## src/rtl/alu_wide_sequencer.sv

```systemverilog
// alu_wide_sequencer: issues a wide operation to an 8-bit ALU byte by byte, chaining carry and collecting the result.
module alu_wide_sequencer #(
    parameter int NBYTES = 4
) (
    input  logic                  clock,
    input  logic                  reset,
    input  logic                  io_req_valid,
    output logic                  io_req_ready,
    input  logic [2:0]            io_req_op,
    input  logic [8*NBYTES-1:0]   io_req_a,
    input  logic [8*NBYTES-1:0]   io_req_b,
    output logic                  io_resp_valid,
    input  logic                  io_resp_ready,
    output logic [8*NBYTES-1:0]   io_resp_data,
    output logic                  io_resp_carry,
    output logic [7:0]            io_alu_A,
    output logic [7:0]            io_alu_B,
    output logic [3:0]            io_alu_ALU_Sel,
    input  logic [7:0]            io_alu_Out,
    input  logic                  io_alu_CarryOut
);
    localparam int W  = 8*NBYTES;
    localparam int IW = $clog2(NBYTES);
    localparam logic [1:0] ST_IDLE = 2'd0;
    localparam logic [1:0] ST_EXEC = 2'd1;
    localparam logic [1:0] ST_RESP = 2'd2;
    localparam logic [2:0] OP_ADD = 3'd0;
    localparam logic [2:0] OP_SUB = 3'd1;
    localparam logic [2:0] OP_AND = 3'd2;
    localparam logic [2:0] OP_OR  = 3'd3;
    localparam logic [2:0] OP_EQ  = 3'd5;

    logic [1:0]    state_q;
    logic [IW-1:0] idx_q;
    logic          cin_q, eqacc_q, resp_carry_q;
    logic [2:0]    op_q;
    logic [W-1:0]  a_q, b_q, res_q, resp_data_q;
    logic [W-1:0]  res_d, data_d;
    logic [7:0]    a_byte, b_byte, byte_res;
    logic          exec, arith, legal, last, cin_d, eq_d;

    assign arith  = (op_q == OP_ADD) || (op_q == OP_SUB);
    assign legal  = op_q <= OP_EQ;
    assign exec   = (state_q == ST_EXEC) && legal;
    assign last   = idx_q == IW'(NBYTES-1);
    assign a_byte = a_q[8*idx_q +: 8];
    assign b_byte = b_q[8*idx_q +: 8];

    assign io_alu_A       = exec ? a_byte : 8'h00;
    assign io_alu_B       = !exec ? 8'h00 : (op_q == OP_SUB) ? ~b_byte : b_byte;
    assign io_alu_ALU_Sel = !exec ? 4'b0000 : arith ? 4'b0000 :
                            (op_q == OP_AND) ? 4'b1000 : (op_q == OP_OR) ? 4'b1001 : 4'b1010;

    // The ALU adds without carry-in, so fold cin in here; Out==FF with cin also carries.
    assign cin_d    = io_alu_CarryOut | ((&io_alu_Out) & cin_q);
    assign eq_d     = eqacc_q | (io_alu_Out != 8'h00);
    assign byte_res = !legal ? 8'h00 : arith ? io_alu_Out + {7'b0, cin_q} : io_alu_Out;

    always_comb begin
        res_d = res_q;
        if (op_q != OP_EQ) res_d[8*idx_q +: 8] = byte_res;
        data_d = !legal ? '0 : (op_q == OP_EQ) ? {{(W-1){1'b0}}, ~eq_d} : res_d;
    end

    always_ff @(posedge clock) begin
        if (reset) begin
            state_q      <= ST_IDLE;
            idx_q        <= '0;
            cin_q        <= 1'b0;
            eqacc_q      <= 1'b0;
            op_q         <= '0;
            a_q          <= '0;
            b_q          <= '0;
            res_q        <= '0;
            resp_data_q  <= '0;
            resp_carry_q <= 1'b0;
        end else if (state_q == ST_IDLE) begin
            if (io_req_valid) begin
                op_q    <= io_req_op;
                a_q     <= io_req_a;
                b_q     <= io_req_b;
                idx_q   <= '0;
                cin_q   <= io_req_op == OP_SUB;
                eqacc_q <= 1'b0;
                state_q <= ST_EXEC;
            end
        end else if (state_q == ST_EXEC) begin
            res_q   <= res_d;
            cin_q   <= cin_d;
            eqacc_q <= eq_d;
            idx_q   <= last ? '0 : idx_q + IW'(1);
            if (last) begin
                state_q      <= ST_RESP;
                resp_data_q  <= data_d;
                resp_carry_q <= arith & cin_d;
            end
        end else if (state_q == ST_RESP) begin
            if (io_resp_ready) state_q <= ST_IDLE;
        end else begin
            state_q <= ST_IDLE;
        end
    end

    assign io_req_ready  = state_q == ST_IDLE;
    assign io_resp_valid = state_q == ST_RESP;
    assign io_resp_data  = resp_data_q;
    assign io_resp_carry = resp_carry_q;
endmodule

```

## config.mk

```make
export PLATFORM = sky130hd
export DESIGN_NAME = alu_wide_sequencer
export DESIGN_NICKNAME = d
export VERILOG_FILES = /design/src/rtl/alu_wide_sequencer.sv
export SDC_FILE = /design/constraint.sdc
export NUM_CORES = 1
export LEC_CHECK = 0
export BUFFER_PORTS_ARGS = -buffer_cell sky130_fd_sc_hd__buf_2
export CAP_MARGIN = 20
export CELL_PAD_IN_SITES_DETAIL_PLACEMENT = 1
export CELL_PAD_IN_SITES_GLOBAL_PLACEMENT = 2
export CORE_MARGIN = 2
export CORE_UTILIZATION = 32
export DETAILED_ROUTE_END_ITERATION = 7
export GPL_ROUTABILITY_DRIVEN = 1
export HOLD_SLACK_MARGIN = 0.08
export PLACE_DENSITY_LB_ADDON = 0.15
export SKIP_LAST_GASP = 1
export SLEW_MARGIN = 30
export SYNTH_ARGS = -nofsm -noshare
export SYNTH_HDL_FRONTEND = slang
export SYNTH_SLANG_ARGS = --single-unit
```

## constraint.sdc

```tcl
create_clock -name clock -period 3.6 [get_ports clock]
set_input_delay 0.36 -clock clock [delete_from_list [all_inputs] [get_ports clock]]
set_output_delay 0.36 -clock clock [all_outputs]
set_load 0.03 [all_outputs]
```

==> impl_summary.txt, run 1 <==
----------------------------------------------------
[Worst setup path]
  Number of cells traversed by the worst register-to-register path ... 5
  Sort of element at the end of the critical path ... primary output
  Critical Path RT ... 3.24 ns
  CP Launch Type ... flip-flop
  Max stage delay on crit path ... 0.57 ns
  CP Cell Sequence ... buf_4, mux4_2, xnor2_1, nor2_1, buf_2
  Worst endpoint data arrival time ... 2.43 ns
  Max stage delay cell, worst path ... sky130_fd_sc_hd__mux4_2
  Maximum fanout encountered on the critical timing path ... 18
  Capture point of the worst reg-to-reg path ... io_resp_data[18]
  Beginning of the worst register-to-register path ... idx_q[0]
  Worst reg-to-reg setup slack ... 1.09 ns
  Crit-path leading delay family ... buffers and inverters
  Critical Setup Path Class ... reg -> out
  CP Buf/Inv Count ... 2

[STA]
  Largest clock skew in the final design ... 0.006278 ns
  Slew Limit Headroom ... 36.10%
  Slew @ Worst Pin ... 0.9585 ns
  Setup_tns ... 0 ns
  Final Max Tran Viols ... 0
  Setup repair after global routing missed its margin ... no
  Worst setup margin ... 0.8090 ns
  Maximum clock frequency ... 0.3583 GHz
  Total of endpoints with negative setup slack in the final report ... 0
  Shortest period the worst path allows ... 2.791 ns
  Final Hold Slack ... 0.1726 ns
  Period Utilization, post-route ... 77.53%
  Hold Vio Cnt, Final ... 0

[Floorplanning]
  Die outline area ... 20,680 um2
  # rows ... 51
  Effective utilization at floorplan ... 32.34%
  Horiz. Die Dim ... 143.8 um
  Core Footprint ... 19,330 um2
  Die Height ... 143.8 um
  Boundary pin count ... 135

[Flow run]
  Max Cap Viol ... 0

[Synthesis]
  Total of warnings raised by yosys ... 0
  Post-Synthesis Cell Area ... 6253 um2
  Part of the Yosys area used for sequential elements ... 44.18%
  Yosys top cell area share ... 44.18%
  Biggest area contributors in the synthesized netlist ... sky130_fd_sc_hd__dfxtp_1 44%, sky130_fd_sc_hd__nand2_1 11%, sky130_fd_sc_hd__a21oi_1 7.7%
  Most used standard cells in the synthesized netlist ... 177 x sky130_fd_sc_hd__nand2_1, 138 x sky130_fd_sc_hd__dfxtp_1, 96 x sky130_fd_sc_hd__a21oi_1, 48 x sky130_fd_sc_hd__nor2_1, 40 x sky130_fd_sc_hd__clkbuf_1
  Syn Nets ... 826
  Most common cell in the netlist ... sky130_fd_sc_hd__nand2_1
  Avg Cell Area, Syn ... 8.474 um2
  Cells after synthesis ... 738
  Most used DFF post-synth ... sky130_fd_sc_hd__dfxtp_1
  Yosys reg bits ... 138
  Count of unique library cells instantiated by Yosys ... 60
  Share of async-settable or async-resettable flops after synthesis ... 0%
  Dominant cell type by area after synthesis ... sky130_fd_sc_hd__dfxtp_1
  Number of flops mapped to enable cells by yosys ... 0

[Detailed routing]
  Final Routed Wirelength ... 20,600 um
  Number of nets with antenna violations after detailed routing ... 0
  Routed vias ... 5,830
  Detailed Route Iter0 Violations ... 338
  Detailed Routing Iterations Pass 1 ... 5
  Average via count per standard cell ... 5.201
  Detailed-route wire length per cell ... 18.38 um
  Total DRC errors in the routed layout ... 0

[CTS]
  Quantity of gates resized following cts ... 0
  Sink Count ... 138
  Total of hold buffers inserted after clock tree synthesis ... 0
  CTS buffer count ... 17
  H-tree depth reported by CTS ... 4
  Worst-path clk slew ... 0.06 ns
  Clock root buffer ... sky130_fd_sc_hd__clkbuf_16
  # Post-CTS Setup Buffers ... 0
  TritonCTS clock tree ... built
  Clock latency on the worst-skew pair ... 0.42 ns
  Maximum buffer depth of the clock tree ... 2

[Global route]
  Overall global routing resource usage ... 20.16%
  Met1 Resource Use GR ... 24.19%
  Met3 Track Usage GR ... 4.499%
  Wire length of the first global-routing pass ... 31,870 um
  Antenna violations before repair ... 2
  Total grt overflow ... 0
  Largest net degree at the start of global routing ... 90
  Number of global-route vias before repair ... 6,037
  Global route hottest layer ... met2
  GR Layer Usage met2 ... 35.31%

[Hold path]
  Depth of the worst hold-timing path ... 3
  Sink of the worst hold path ... a_q[1]
  Hold Crit Start ... io_req_a[1]
  Path class of the lowest-slack min-delay path ... in -> reg

[Layout]
  Nets@finish ... 931
  Fraction of layout instances using a drive strength above 1 ... 24.68%
  Total of fill cells in the finished design ... 2,317
  Core occupancy in the finished layout ... 39.52%
  Area growth from synthesis to layout ... 22.19%

[Placed design]
  Worst slack, placed ... 1.122 ns
  Port Buffer Count ... 133
  GP Congestion ... 0.8048
  Half-perimeter wire length of the detailed placement result ... 14,540 um

[Power and ir drop]
  Sum of internal, switching and leakage power ... 3.655 mW
  Power density of the placed cells ... 478.4 nW/um2
  Cell leakage power ... 2.937 nW
  Maximum vdd ir drop ... 0.0002934 V

[Outcome]
  Run status ... completed

----------------------------------------------------
## per-layer routing
metal | vias to the layer above | wire length (um)
met5 | - | 13
met4 | 2 | 468
met3 | 30 | 1031
met2 | 162 | 10260
met1 | 2814 | 8826
li1 | 2822 | -
## sequential cells by signal, indices dropped and copies added (netlist names)
register       cells
a_q               32
b_q               32
cin_q              1
eqacc_q            1
idx_q              2
io_resp_carry      1
io_resp_data      32
op_q               3
res_q             32
state_q            2
## worst register-to-register path, cell delays in order (launching register included)
cell and delay (ns):
sky130_fd_sc_hd__dfxtp_1 0.47, sky130_fd_sc_hd__ha_1 0.30, sky130_fd_sc_hd__nand3_1 0.55, sky130_fd_sc_hd__nor2_1 0.61, sky130_fd_sc_hd__nand2_1 0.27, sky130_fd_sc_hd__o22ai_1 0.22
## power by group
group	switching, mW	internal (mW)
sequential	0.0366	1.58
clock	0.666	0.942
combinational	0.276	0.152
## stage by stage
stage	instance area (um2)	instances
finish	7641	1121
detailed placement	7094	1089
floorplan	6254	738
global route	7639	1120
CTS	7632	1120
global placement	7093	1089
## how the worst max path moves through the flow
stage,endpoint,startpoint,depth (start not counted)
after global routing,io_alu_B[5],idx_q[0],5
after CTS,io_alu_B[0],idx_q[0],5
after global placement,io_alu_B[0],idx_q[0],5
final,io_alu_B[5],idx_q[0],5
after detailed placement,io_resp_data[18],idx_q[0],5
after floorplan,io_resp_data[23],idx_q[1],10
## cell usage in the layout, fill, tap and decap left out, drive strengths merged, types with 2 or more instances in the layout
cell type,instances
nand3,27
inv,5
o21ai,10
nor3b,3
nand3b,7
mux2i,2
a221oi,3
a211oi,3
a32oi,3
clkinv,6
ha,8
xor2,5
and3,8
nor2b,2
nor2,49
a31oi,3
nor3,12
clkbuf,20
o22ai,18
nand4,6
or3,3
nand2,177
dfxtp,138
nand2b,5
xnor2,9
nor4,3
buf,144
mux4,16
a22oi,33
a21oi,96
a31o,2
a222oi,7
clkinvlp,4
or2,2
## area by class of cell
cell class	instances	area, um2	area share (%)
multi-input combinational	537	3237	42.36
clock inverter	11	101.3	1.326
sequential	138	2763	36.16
tap	265	331.6	4.339
inverter	5	18.77	0.2456
antenna	1	2.502	0.03275
clock buffer	20	436.7	5.715
timing repair buffer	144	750.7	9.825
## cells by family after synthesis
kind of cell / count (synthesis) / synth area share, %
buf+inv: 63 / 4.322
mux: 18 / 6.083
fa+ha+maj: 8 / 1.601
xor+xnor: 14 / 2.621
flops: 138 / 44.18
compound gates: 184 / 18.57
simple gates: 312 / 22.57
other cells: 1 / 0.05997
Power figures use the tool's default switching activity.
==> inputs of run 2 (changes only) <==
==> constraint.sdc (replaced) <==
create_clock -name clock -period 2.87 [get_ports clock]
set_input_delay 0.287 -clock clock [delete_from_list [all_inputs] [get_ports clock]]
set_output_delay 0.287 -clock clock [all_outputs]
set_load 0.03 [all_outputs]
==> impl_summary.txt, run 2 (synthesized netlist as in run 1, its figures left out) <==
----------------------------------------------------
[Outcome]
  Run status ... completed

[Global route]
  Overall global routing resource usage ... 20.61%
  Wire length of the first global-routing pass ... 32,570 um
  Largest net degree at the start of global routing ... 65
  Number of global-route vias before repair ... 6,123
  Antenna violations before repair ... 1
  Total grt overflow ... 0

[Layout]
  Core occupancy in the finished layout ... 39.83%
  Final standard cell count with taps included and fillers excluded ... 1,125
  Final non-filler cell area ... 7701 um2
  Nets@finish ... 934
  Total of fill cells in the finished design ... 2,322
  Fraction of layout instances using a drive strength above 1 ... 25.26%
  Most frequent standard cell in the layout excluding fill and tap cells ... sky130_fd_sc_hd__nand2_1
  Area growth from synthesis to layout ... 23.15%
  Most frequent cells in the layout ... 176 x sky130_fd_sc_hd__nand2_1, 138 x sky130_fd_sc_hd__dfxtp_1, 132 x sky130_fd_sc_hd__buf_2, 96 x sky130_fd_sc_hd__a21oi_1, 48 x sky130_fd_sc_hd__nor2_1
  Flip-flop and latch area ... 2763 um2
  Area of the multi-input gates ... 3229 um2

[Power and ir drop]
  Switching Share ... 27.27%
  Cell leakage power ... 2.964 nW
  Maximum vdd ir drop ... 0.0004032 V
  Internal Power ... 3.373 mW
  Relative contribution of combinational cells to total power ... 11.8%
  Sum of internal, switching and leakage power ... 4.638 mW
  Sequential share of power ... 43.8%
  Clock power frac ... 44.4%
  Power density of the placed cells ... 602.3 nW/um2
  Reported net switching power ... 1.265 mW

[Detailed routing]
  Detailed Route Iter0 Violations ... 289
  Routed vias ... 5,917
  Detailed-route wire length per cell ... 18.75 um
  Detailed Routing Iterations Pass 1 ... 4
  Final Routed Wirelength ... 21,090 um
  Total DRC errors in the routed layout ... 0
  Number of nets with antenna violations after detailed routing ... 0
  Average via count per standard cell ... 5.260

[CTS]
  Total of hold buffers inserted after clock tree synthesis ... 0
  CTS buffer count ... 17
  Clock root buffer ... sky130_fd_sc_hd__clkbuf_16
  Worst-path clk slew ... 0.06 ns
  H-tree depth reported by CTS ... 4
  Quantity of gates resized following cts ... 0
  Clock latency on the worst-skew pair ... 0.42 ns
  Sink Count ... 138
  # Post-CTS Setup Buffers ... 0
  Maximum buffer depth of the clock tree ... 2
  TritonCTS clock tree ... built

[STA]
  Largest clock skew in the final design ... 0.008831 ns
  Period Utilization, post-route ... 96.52%
  Slew Limit Headroom ... 36.63%
  Hold Vio Cnt, Final ... 0
  Total of endpoints with negative setup slack in the final report ... 0
  Final Max Tran Viols ... 0
  Final Hold Slack ... 0.1020 ns
  Worst setup margin ... 0.09974 ns
  Shortest period the worst path allows ... 2.770 ns
  Setup_tns ... 0 ns
  Setup repair after global routing missed its margin ... no
  Maximum clock frequency ... 0.3610 GHz
  Slew @ Worst Pin ... 0.9465 ns

[Floorplanning]
  Core Footprint ... 19,330 um2
  # rows ... 51
  Effective utilization at floorplan ... 32.34%
  Horiz. Die Dim ... 143.8 um
  Boundary pin count ... 135
  Die Height ... 143.8 um
  Die outline area ... 20,680 um2

[Hold path]
  Path class of the lowest-slack min-delay path ... in -> reg

[Placed design]
  Worst slack, placed ... 0.1931 ns
  Cells after DPL ... 1,092
  Port Buffer Count ... 133
  GP Congestion ... 0.8312
  Placed instance area ... 7141 um2
  Half-perimeter wire length of the detailed placement result ... 14,840 um

[Worst setup path]
  Critical Setup Path Class ... reg -> reg
  Worst endpoint data arrival time ... 3.11 ns
  Sort of element at the end of the critical path ... flip-flop
  Maximum fanout encountered on the critical timing path ... 17
  Critical Path RT ... 3.21 ns
  CP Launch Type ... flip-flop

[Flow run]
  Max Cap Viol ... 0

----------------------------------------------------
[run 2: changes by cell type in the layout (fill, tap and decap cells not counted)]
cell	before	now
sky130_fd_sc_hd__nor3b_2	0	1
sky130_fd_sc_hd__buf_6	0	1
sky130_fd_sc_hd__nor3b_4	1	0
sky130_fd_sc_hd__and2_2	0	1
sky130_fd_sc_hd__and2_4	1	0
sky130_fd_sc_hd__buf_12	0	2
sky130_fd_sc_hd__inv_6	0	2
sky130_fd_sc_hd__clkinv_4	3	2
sky130_fd_sc_hd__clkbuf_1	3	1
sky130_fd_sc_hd__clkinvlp_4	4	6
[run 2: per-layer routing]
metal	wire length, um	track usage (%)
met1	9081	24.65
met2	10570	35.89
met3	992	4.698
met4	453	7.895
met5	0	0
[run 2: worst max-delay path, stage by stage (launching register included)]
cell	delay, ns
sky130_fd_sc_hd__dfxtp_1	0.77
sky130_fd_sc_hd__nand3b_1	0.63
sky130_fd_sc_hd__nand2_1	0.33
sky130_fd_sc_hd__nor3_1	0.59
sky130_fd_sc_hd__nand2_1	0.19
sky130_fd_sc_hd__o22ai_1	0.17
[run 2: worst paths after layout]
path                                    from  cells after the start          endpoint  slack (ns)
worst min-delay path            io_req_a[27]                      3           a_q[27]        0.10
worst max register to register       op_q[1]                      5  io_resp_data[11]         0.1
worst min register to register       b_q[25]                      2           b_q[25]        0.45
worst max-delay path                 op_q[1]                      5  io_resp_data[11]         0.1
[run 2: cell type report]
cell class / count / share of cell area [%]
antenna: 1 / 0.03249
timing repair buffer: 147 / 10.41
tap: 265 / 4.305
clock buffer: 18 / 5.573
clock inverter: 14 / 1.625
inverter: 5 / 0.2437
multi-input combinational: 537 / 41.93
sequential: 138 / 35.87
[run 2: power by group through the flow]
stage,sequential [mW],clock [mW],combinational (mW)
after floorplan,2.05,0,0.364
after global placement,2.07,0,0.542
after detailed placement,2.07,0,0.553
after CTS,2.03,2.11,0.555
after global routing,2.04,2.20,0.603
final,2.03,2.06,0.548
